<file path="config.mk">
export PLATFORM = sky130hd
export DESIGN_NAME = collision_scheduler
export DESIGN_NICKNAME = d
export VERILOG_FILES = /design/src/rtl/collision_scheduler.sv
export SDC_FILE = /design/constraint.sdc
export NUM_CORES = 1
export LEC_CHECK = 0
export ABC_AREA = 1
export BUFFER_PORTS_ARGS = -buffer_cell sky130_fd_sc_hd__buf_2
export CAP_MARGIN = 40
export CORE_MARGIN = 4
export CORE_UTILIZATION = 35
export DETAILED_ROUTE_END_ITERATION = 10
export PLACE_DENSITY_LB_ADDON = 0.05
export SYNTH_ARGS = -nofsm -noshare
export SYNTH_HDL_FRONTEND = slang
export SYNTH_SLANG_ARGS = --single-unit
</file>
<file path="constraint.sdc">
create_clock -name clk -period 3.3 [get_ports clk]
set_input_delay 0.33 -clock clk [delete_from_list [all_inputs] [get_ports clk]]
set_output_delay 0.33 -clock clk [all_outputs]
set_load 0.01 [all_outputs]
</file>
<file path="src/rtl/collision_scheduler.sv">
// Time-multiplexes one shared ball-pair collision unit over every pair once per frame.
// It issues one apply handshake per new contact and uses per-pair latches to suppress repeated bounces.
module collision_scheduler #(
  parameter int N_BALLS = 3,
  parameter int IDX_W   = 2,
  parameter int LAT     = 2
) (
  input  logic             clk,
  input  logic             rst,
  input  logic             frame_tick,
  output logic [IDX_W-1:0] sel_a,
  output logic [IDX_W-1:0] sel_b,
  input  logic             coll_hit,
  output logic             apply_valid,
  input  logic             apply_ready,
  output logic [IDX_W-1:0] apply_a,
  output logic [IDX_W-1:0] apply_b,
  output logic             busy,
  output logic             done,
  output logic [7:0]       hit_count,
  output logic             overrun
);

  localparam int NPAIRS = N_BALLS * (N_BALLS - 1) / 2;
  localparam int PIDX_W = (NPAIRS > 1) ? $clog2(NPAIRS) : 1;
  localparam int WCNT_W = $clog2(LAT + 1);

  localparam logic [IDX_W-1:0]  LAST_A    = IDX_W'(N_BALLS - 2);
  localparam logic [IDX_W-1:0]  LAST_B    = IDX_W'(N_BALLS - 1);
  localparam logic [WCNT_W-1:0] WCNT_LAST = WCNT_W'(LAT);

  typedef enum logic [1:0] {IDLE, SCAN, APPLY, DONE} state_e;

  state_e              state_q, state_d;
  logic [IDX_W-1:0]    sel_a_q, sel_a_d;
  logic [IDX_W-1:0]    sel_b_q, sel_b_d;
  logic [IDX_W-1:0]    apply_a_q, apply_a_d;
  logic [IDX_W-1:0]    apply_b_q, apply_b_d;
  logic                apply_valid_q, apply_valid_d;
  logic                busy_q, busy_d;
  logic                done_q, done_d;
  logic [7:0]          hit_count_q, hit_count_d;
  logic                overrun_q, overrun_d;
  logic [WCNT_W-1:0]   wcnt_q, wcnt_d;
  logic [PIDX_W-1:0]   pidx_q, pidx_d;
  logic [NPAIRS-1:0]   latch_q, latch_d;
  logic                advance;

  // NOTE: the contact latches are few flops, not a RAM, so they take the reset like any other state.
  always_ff @(posedge clk) begin
    if (rst) begin
      state_q       <= IDLE;
      sel_a_q       <= '0;
      sel_b_q       <= IDX_W'(1);
      apply_a_q     <= '0;
      apply_b_q     <= '0;
      apply_valid_q <= 1'b0;
      busy_q        <= 1'b0;
      done_q        <= 1'b0;
      hit_count_q   <= '0;
      overrun_q     <= 1'b0;
      wcnt_q        <= '0;
      pidx_q        <= '0;
      latch_q       <= '0;
    end else begin
      // NOTE: all state updates are non-blocking so every register sees pre-edge values.
      state_q       <= state_d;
      sel_a_q       <= sel_a_d;
      sel_b_q       <= sel_b_d;
      apply_a_q     <= apply_a_d;
      apply_b_q     <= apply_b_d;
      apply_valid_q <= apply_valid_d;
      busy_q        <= busy_d;
      done_q        <= done_d;
      hit_count_q   <= hit_count_d;
      overrun_q     <= overrun_d;
      wcnt_q        <= wcnt_d;
      pidx_q        <= pidx_d;
      latch_q       <= latch_d;
    end
  end

  always_comb begin
    // NOTE: every signal gets a hold value first so no path through the case infers a latch.
    state_d     = state_q;
    sel_a_d     = sel_a_q;
    sel_b_d     = sel_b_q;
    apply_a_d   = apply_a_q;
    apply_b_d   = apply_b_q;
    hit_count_d = hit_count_q;
    overrun_d   = overrun_q;
    wcnt_d      = wcnt_q;
    pidx_d      = pidx_q;
    latch_d     = latch_q;
    advance     = 1'b0;

    unique case (state_q)
      IDLE: begin
        if (frame_tick) begin
          state_d = SCAN;
          sel_a_d = '0;
          sel_b_d = IDX_W'(1);
          wcnt_d  = '0;
          pidx_d  = '0;
        end
      end
      SCAN: begin
        if (wcnt_q == WCNT_LAST) begin
          if (coll_hit && !latch_q[pidx_q]) begin
            state_d   = APPLY;
            apply_a_d = sel_a_q;
            apply_b_d = sel_b_q;
          end else begin
            if (!coll_hit) latch_d[pidx_q] = 1'b0;
            advance = 1'b1;
          end
        end else begin
          wcnt_d = wcnt_q + WCNT_W'(1);
        end
      end
      APPLY: begin
        if (apply_ready) begin
          latch_d[pidx_q] = 1'b1;
          if (hit_count_q != 8'hFF) hit_count_d = hit_count_q + 8'd1;
          advance = 1'b1;
        end
      end
      DONE: state_d = IDLE;
      default: state_d = IDLE;
    endcase

    // Pair walk: bump b, wrapping to (a+1, a+2) at the last ball.
    if (advance) begin
      if (sel_a_q == LAST_A && sel_b_q == LAST_B) begin
        state_d = DONE;
      end else begin
        state_d = SCAN;
        wcnt_d  = '0;
        pidx_d  = pidx_q + PIDX_W'(1);
        if (sel_b_q == LAST_B) begin
          sel_a_d = sel_a_q + IDX_W'(1);
          sel_b_d = sel_a_q + IDX_W'(2);
        end else begin
          sel_b_d = sel_b_q + IDX_W'(1);
        end
      end
    end

    if (frame_tick && state_q != IDLE) overrun_d = 1'b1;

    busy_d        = (state_d != IDLE);
    done_d        = (state_d == DONE);
    apply_valid_d = (state_d == APPLY);
  end

  assign sel_a       = sel_a_q;
  assign sel_b       = sel_b_q;
  assign apply_a     = apply_a_q;
  assign apply_b     = apply_b_q;
  assign apply_valid = apply_valid_q;
  assign busy        = busy_q;
  assign done        = done_q;
  assign hit_count   = hit_count_q;
  assign overrun     = overrun_q;

endmodule

</file>
# Yosys cells after proc, flatten, opt, wreduce, memory -nomap -nowiden
# Cells that the tools add are included.
[totals] register_bits=29 in_bits=5 output_inout_bits=20 word_cells=87
[op_classes] n_addsub=6 n_lt_le_gt_ge=2 n_eq_ne=13 n_mux=38 n_bitwise=3 reduce_logical=12
[op_table] op="$mux 2" n=23
[op_table] op="$eq 2x2->1 const B" n=6
[op_table] op="$mux 3" n=4
[op_table] op="$add 2x1->2 const B" n=4
[op_table] op="$add 8x1->8 const B" n=1
[op_table] op="$ne 2x2->1 const B" n=4
[op_table] op="$ne 8x8->1 const B" n=1
[op_table] op="$pmux 2 s3" n=1
[op_table] op="$pmux 3 s2" n=1
[op_table] op="$reduce_and 3->1" n=2
[op_table] op="$reduce_bool 2->1" n=3
[op_table] op="$mux 1" n=5
[op_table] op="$reduce_and 5->1" n=1
[op_table] op="$eq 2x1->1 const B" n=2
[op_table] op="$logic_and 1x1->1" n=4
[op_table] op="$pmux 2 s2" n=1
[op_table] op="$and 3x3->3" n=1
[op_table] op="$lt 2x3->1 const B" n=1
[op_table] op="$not 3->3" n=1
[op_table] op="$or 3x3->3" n=1
[op_table] op="$add 2x2->2 const B" n=1
[op_table] op="$bmux 1 s2" n=1
[op_table] op="$demux 1 s2" n=1
[op_table] op="$ge 2x1->1 const B" n=1
[op_table] op="other kinds (3)" n=3

# Longest topological paths before layout
# Gate-level depths: netlist (run 1).
[depth] word_depth=10 depth_mapped=12 depth_no_buf=12

# Least setup slack after synthesis (run 1)
# No wires, ideal clock.
[synth_timing] path_type="reg2reg" start="register state_q[0]" end="register busy_q, in the netlist busy" setup_ps=114 arrival_time_ps=1386 required_time_ps=3186 path_slack_ps=1799 stages_incl_launch_ff=11 path_buffers=0 synth_period_minus_slack_ps=1501 path_cell_list="dfxtp_1 inv_1 ha_1 nand2_1 inv_1 o21ai_0 a21oi_1 a21boi_0 nand2_1 nand2_1 nand2_1"
[synth_via] elab_chain_cells=5 word_cells_on_any_way=11 classes_between="eq/ne (3); mux (6); reduce/logical (2)"
[synth_lines] item="from (decl)" line_no="34" text="state_e state_q, state_d;"
[synth_lines] item="from (signal assigned)" line_no="67" text="state_q <= state_d;"
[synth_lines] item="$mux 2" line_no="109" text="if (coll_hit && !latch_q[pidx_q]) begin"
[synth_lines] item="$mux 2" line_no="108" text="if (wcnt_q == WCNT_LAST) begin"
[synth_lines] item="$pmux 2 s3" line_no="97" text="unique case (state_q)"
[synth_lines] item="$mux 2 (*)" line_no="133" text="if (advance) begin"
[synth_lines] item="$reduce_bool 2->1 (*)" line_no="151" text="busy_d = (state_d != IDLE);"
[synth_lines] item="to (signal assigned)" line_no="73" text="busy_q <= busy_d;"
[synth_lines] item="to (decl)" line_no="40" text="logic busy_q, busy_d;"
# Mark *: on every way between the ends. The rest lies on a longest branch, timed or not.
# A chain may end at the register's enable or synchronous reset.

# Worst setup path in the final report (run 1)
# Ends and elaborated chain as after synthesis.

==> run_results.csv, run 1 <==
group,metric,value,unit
die,initial_core_util,0.364,
route,ant_nets,0,
global_routing,grt_pass1_wl,6070,um
die,fp.dieH,75.5,um
global_routing,grt-busiest-layer,"met2",
clock_network,cts_buffers,5,
yosys,synthTopCellsByArea,"dfxtp_1, nand2_1, ha_1",
global_routing,grt.met2_usage,0.223,
final_layout,fin_util,0.421,
critical_path,critPathCaptureType,"register",
final_layout,drive_gt1_frac,0.224,
placement,place.detailed.hpwl,2570,um
die,core,4380,um2
global_routing,grtUsageTotal,0.141,
yosys,netlist_instances,213,
critical_path,cp_data_required_time,3470,ps
global_routing,use_met1,0.186,
clock_network,hold_buffers,0,
yosys,yosys_warnings,0,
timing,max-slew-margin-rel,0.683,
timing,rsz0062_at_grt,"no",
yosys,yosys.area.top_type_share,0.364,
critical_path,cp_cell_sequence,"inv_1 > ha_1 > nand2_1 > inv_1 > o21ai_0 > a21oi_1 > a21boi_0 > nand2_1 > nand2_1 > nand2_1",
yosys,ys_seq_area_frac,0.364,
yosys,post-synth-top-count-cell,"nand2_1",
route,drt-wirelength-per-cell,11.7,um
clock_network,insertion_delay,280,ps
clock_network,cts_resized,0,
critical_path,startpoint_type,"register",
hold_path,worstHoldPathType,"in -> reg",
timing,setup_tns,0,ps
critical_path,slowest_delay,370,ps
timing,hold_viol_final,0,
yosys,synth_top_area_cell,"dfxtp_1",
yosys,synth_edf_count,0,
power,p_per_area,397,nW/um2
final_layout,layout.nets,257,
critical_path,cp_slowest_cell,"dfxtp_1",
yosys,yosys-top-cells-count,"nand2_1, dfxtp_1, inv_1, a21oi_1, o21ai_0",
power,vdd_drop_max,0.133,mV
route,drc,0,
final_layout,num_antenna_cells,0,
yosys,synth.distinct_cells,30,
yosys,synthArstFlopShare,0,
clock_network,cts_num_sinks,29,
timing,finalSetupViolCount,0,
route,dr.pass1.iters,5,
placement,io_buffers,24,
yosys,syn_area,1590,um2
clock_network,cts_buffer_depth,2,
critical_path,cp_max_fo,6,
die,io_pins,25,
die,die_area,5700,um2
clock_network,cts_root_buf,"clkbuf_8",
timing,slew_viol_final,0,
global_routing,antenna_found_initial,0,
timing,period_minus_slack,1760,ps
status,outcome,"completed",
run,max-cap-violations,0,
clock_network,cts_setup_buffers,0,
die,num_rows,24,
yosys,synth.ff_latch_count,29,
route,drtIter0Drc,87,
yosys,synth_nets,229,
route,vias,1349,
timing,final.period_utilization,0.533,
final_layout,syn_to_final_growth,15.8,%
critical_path,cpMostUsedCell,"nand2_1",
critical_path,path_class,"reg -> reg",
global_routing,grt_pass1_vias,1281,
yosys,syn_avg_cell_area,7.48,um2
timing,clock.fmax,568,MHz
placement,finalWeightedCongestion,0.823,
yosys,synth_ff_type,"dfxtp_1",
clock_network,cts_tree,"built",
route,routed_wl,3420,um
critical_path,critPathArrivalTime,1930,ps
global_routing,gr-usage-met3,0.0462,
global_routing,gr-total-overflow,0,
timing,fin_skew,8.76,ps
power,p_leak,0.885,nW
global_routing,grt_max_degree,14,
route,via_per_inst,4.60,
timing,worst_pin_slew,476,ps
die,fp.dieW,75.5,um
clock_network,clkTransAtPathRegs,60,ps
clock_network,htreeDepth,2,
==> power breakdown <==
group	total [W]	switching (W)	internal, W
clock network	0.000299	0.000133	0.000165
registers	0.000362	0.00000365	0.000358
logic	0.0000721	0.0000484	0.0000237
==> metal layers <==
| layer | vias to the layer above | share of wire |
|---|---|---|
| met1 | 586 | 0.50 |
| li1 | 736 | - |
| met3 | 2 | 0.045 |
| met4 | 0 | 0.0044 |
| met5 | - | 0 |
| met2 | 25 | 0.45 |
==> critical path, delay by kind of cell, from the launching register on <==
kind / cells / cell delay, ps
AOI/OAI and AO/OA: 3 / 380
adders and majority gates: 1 / 220
buffers and inverters: 2 / 230
DFF: 1 / 370
and+or+nand+nor: 4 / 460
==> area by class of cell <==
class	instances	area, um2
flip-flops and latches	29	581
clock buffers	7	86.3
repair buffers	24	120
well taps	52	65.1
fillers	469	2540
multi-input cells	149	873
inverters	32	120
==> through the flow <==
step           cells  hold slack (ps)  setup WS [ps]  power [W]  cell area (um2)
3_3_place_gp     286              453           1510   0.000444             1760
4_1_cts          293              336           1540   0.000746             1850
3_5_place_dp     286              450           1550   0.000443             1760
5_1_grt          293              346           1330   0.000778             1850
6_report         293              335           1540   0.000733             1850
2_1_floorplan    213              399           1800   0.000423             1590
==> cell usage in the layout (no fill, tap or decap), types with 3 or more instances in the layout <==
master,netlist,final
xor2_1,4,4
nand2_4,5,5
ha_1,11,11
nand3_2,3,3
nand3_1,5,5
a21oi_1,21,21
nor2_1,9,9
o21ai_0,15,15
buf_2,1,24
inv_2,5,5
nand4_1,3,3
clkbuf_8,0,6
dfxtp_1,29,29
nand2_1,54,54
inv_1,27,27
==> path summary, 6_finish.rpt <==
kind	start	to	slack [ps]	depth (start not counted)
max reg2reg	state_q[0]	busy	1540	10
min	frame_tick	overrun	340	3
min reg2reg	register	register	460	2
max	state_q[0]	busy	1540	10
==> kinds of logic (layout without fill, tap and decap cells) <==
logic type | after synthesis | in the layout | share of synthesized area
fa+ha+maj | 11 | 11 | 0.0863
flops | 29 | 29 | 0.364
xor+xnor | 5 | 5 | 0.0275
buf+inv | 35 | 63 | 0.0879
compound gates | 43 | 43 | 0.145
simple gates | 90 | 90 | 0.289
Power figures use the tool's default switching activity.
==> run 2: changes to the inputs <==
- clock period: 3.3 -> 1.5 ns (I/O delays scaled with it)
==> run 2 against run 1 <==
Compared with the run above: register-to-register slack worse by 1400 ps; global-route usage is 0.40 points higher; clock skew is 3.0 ps lower; non-clock buffer count is 23 higher; sequential share of layout area is 3.4 points lower; count of clock-buffer cells in the layout stayed put; flip-flop and latch count stayed put; routed wire length is 6.5% higher; total power is 130% higher; critical endpoint unchanged; largest cell class unchanged.
==> run_results.csv, run 2 (synthesis results as in run 1) <==
group,metric,value,unit
status,outcome,"completed",
critical_path,cp_slowest_cell,"dfxtp_4",
final_layout,num_antenna_cells,0,
global_routing,grtUsageTotal,0.145,
critical_path,cp_max_fo,5,
placement,pre_cts_ws,-55.7,ps
global_routing,antenna_found_initial,0,
timing,finalSetupViolCount,0,
die,fp.dieH,75.5,um
final_layout,syn_to_final_growth,30.8,%
critical_path,critPathArrivalTime,1570,ps
power,p_per_area,817,nW/um2
route,vias,1439,
global_routing,gr-total-overflow,0,
clock_network,cts_root_buf,"clkbuf_8",
power,p_total,0.00170,W
die,io_pins,25,
clock_network,cts_buffers,5,
placement,io_buffers,24,
final_layout,fillers,447,
timing,worst_pin_slew,516,ps
timing,max-slew-margin-rel,0.656,
die,initial_core_util,0.364,
route,drtIter0Drc,44,
placement,finalWeightedCongestion,0.893,
timing,fin_ws,102,ps
global_routing,grt_pass1_vias,1365,
route,routed_wl,3640,um
run,max-cap-violations,0,
route,ant_nets,0,
critical_path,crit_buf_inv,3,
route,wl_met3,155,um
clock_network,htreeDepth,2,
global_routing,grt_pass1_wl,6220,um
final_layout,regArea,586,um2
route,topRoutingLayerUsed,"met4",
die,num_rows,24,
timing,hold_slack,162,ps
critical_path,slowest_delay,350,ps
final_layout,layout.nets,280,
route,drt-wirelength-per-cell,11.5,um
route,drt-met1-wl,1750,um
timing,hold_viol_final,0,
critical_path,startpoint_type,"register",
placement,placed_cells,307,
clock_network,cts_num_sinks,29,
die,core,4380,um2
clock_network,insertion_delay,280,ps
critical_path,critical_path.top_delay_family,"simple AND/OR/NAND/NOR gates",
clock_network,cts_buffer_depth,2,
final_layout,final_cell_mix,"nand2_1, dfxtp_1, inv_1, buf_2, buf_4",
final_layout,multi_input_comb_area,908,um2
critical_path,path_class,"reg -> reg",
final_layout,final_common_cell,"nand2_1",
timing,final.period_utilization,0.932,
critical_path,cp_data_required_time,1670,ps
final_layout,finalNonFillerCells,317,
timing,slew_viol_final,0,
route,via_per_inst,4.54,
timing,fin_skew,5.73,ps
die,die_area,5700,um2
critical_path,critPathCaptureType,"register",
critical_path,cp_cell_sequence,"inv_1 > ha_1 > nand2_1 > inv_2 > nand2_4 > nand2_4 > nand3_4 > nand2_4 > inv_2 > nand2_2 > nand2_1",
power,vdd_drop_max,0.478,mV
clock_network,cts_tree,"built",
placement,place.detailed.hpwl,2790,um
hold_path,worstHoldPathType,"in -> reg",
die,fp.dieW,75.5,um
timing,setup_tns,0,ps
timing,clock.fmax,715,MHz
timing,period_minus_slack,1400,ps
route,drc,0,
route,dr.pass1.iters,4,
route,wl_met2,1700,um
final_layout,drive_gt1_frac,0.358,
power,p_leak,1.02,nW
global_routing,grt_max_degree,14,
critical_path,cpMostUsedCell,"nand2_4",
clock_network,clkTransAtPathRegs,60,ps
[run 2: cell types whose count changed in the layout (fill, tap and decap cells not counted), moves of 2 or more]
cell / delta
buf_4: +22
dfxtp_1: -2
ha_1: -2
ha_2: +2
inv_1: -3
inv_2: +3
nand2_1: -3
nand2_2: +3
o21ai_0: -5
o21ai_2: +4
[run 2: metal layers]
layer / GRT usage / up-vias
met3: 0.0488 / 4
met2: 0.229 / 22
met1: 0.184 / 631
met5: 0 / -
li1: - / 782
met4: 0.0524 / 0
[run 2: final cells by class]
cell class | count | share of cell area
clock buffers | 7 | 0.0462
clock inverters | 1 | 0.00240
inverters | 32 | 0.0576
flip-flops and latches | 29 | 0.281
repair buffers | 47 | 0.146
well taps | 52 | 0.0312
multi-input cells | 149 | 0.436
[run 2: repair_timing]
action | in CTS | in global routing
pin swaps | 0 | 5
hold buffers | 0 | 0
resized for setup | 3 | 19
buffers inserted | 0 | 2
endpoints found under the setup margin | 5 | 18
[run 2: path summary, 6_finish.rpt]
kind / to / cells after the start / slack [ps] / startpoint
max: busy / 11 / 100 / state_q[1]
min: overrun / 3 / 160 / frame_tick
max reg2reg: busy / 11 / 100 / state_q[1]
min reg2reg: overrun / 2 / 470 / overrun
[run 2: report_power, final]
part | internal, W | total (W) | switching [W]
Sequential | 0.000787 | 0.000794 | 0.00000659
Combinational | 0.0000755 | 0.000193 | 0.000117
Clock | 0.000414 | 0.000718 | 0.000304
Total | 0.00128 | 0.00170 | 0.000428
[run 2: metrics by stage]
stage / utilization / area, um2
4_1_cts: 0.461 / 2020
3_3_place_gp: 0.438 / 1920
3_5_place_dp: 0.438 / 1920
2_1_floorplan: - / 1600
5_1_grt: 0.476 / 2090
6_report: 0.476 / 2090
[run 2: worst reg2reg max path: stages, from the launching register on]
cell,delay [ps]
dfxtp_4,350
inv_1,70
ha_1,180
nand2_1,90
inv_2,70
nand2_4,60
nand2_4,80
nand3_4,100
nand2_4,100
inv_2,40
nand2_2,90
nand2_1,60
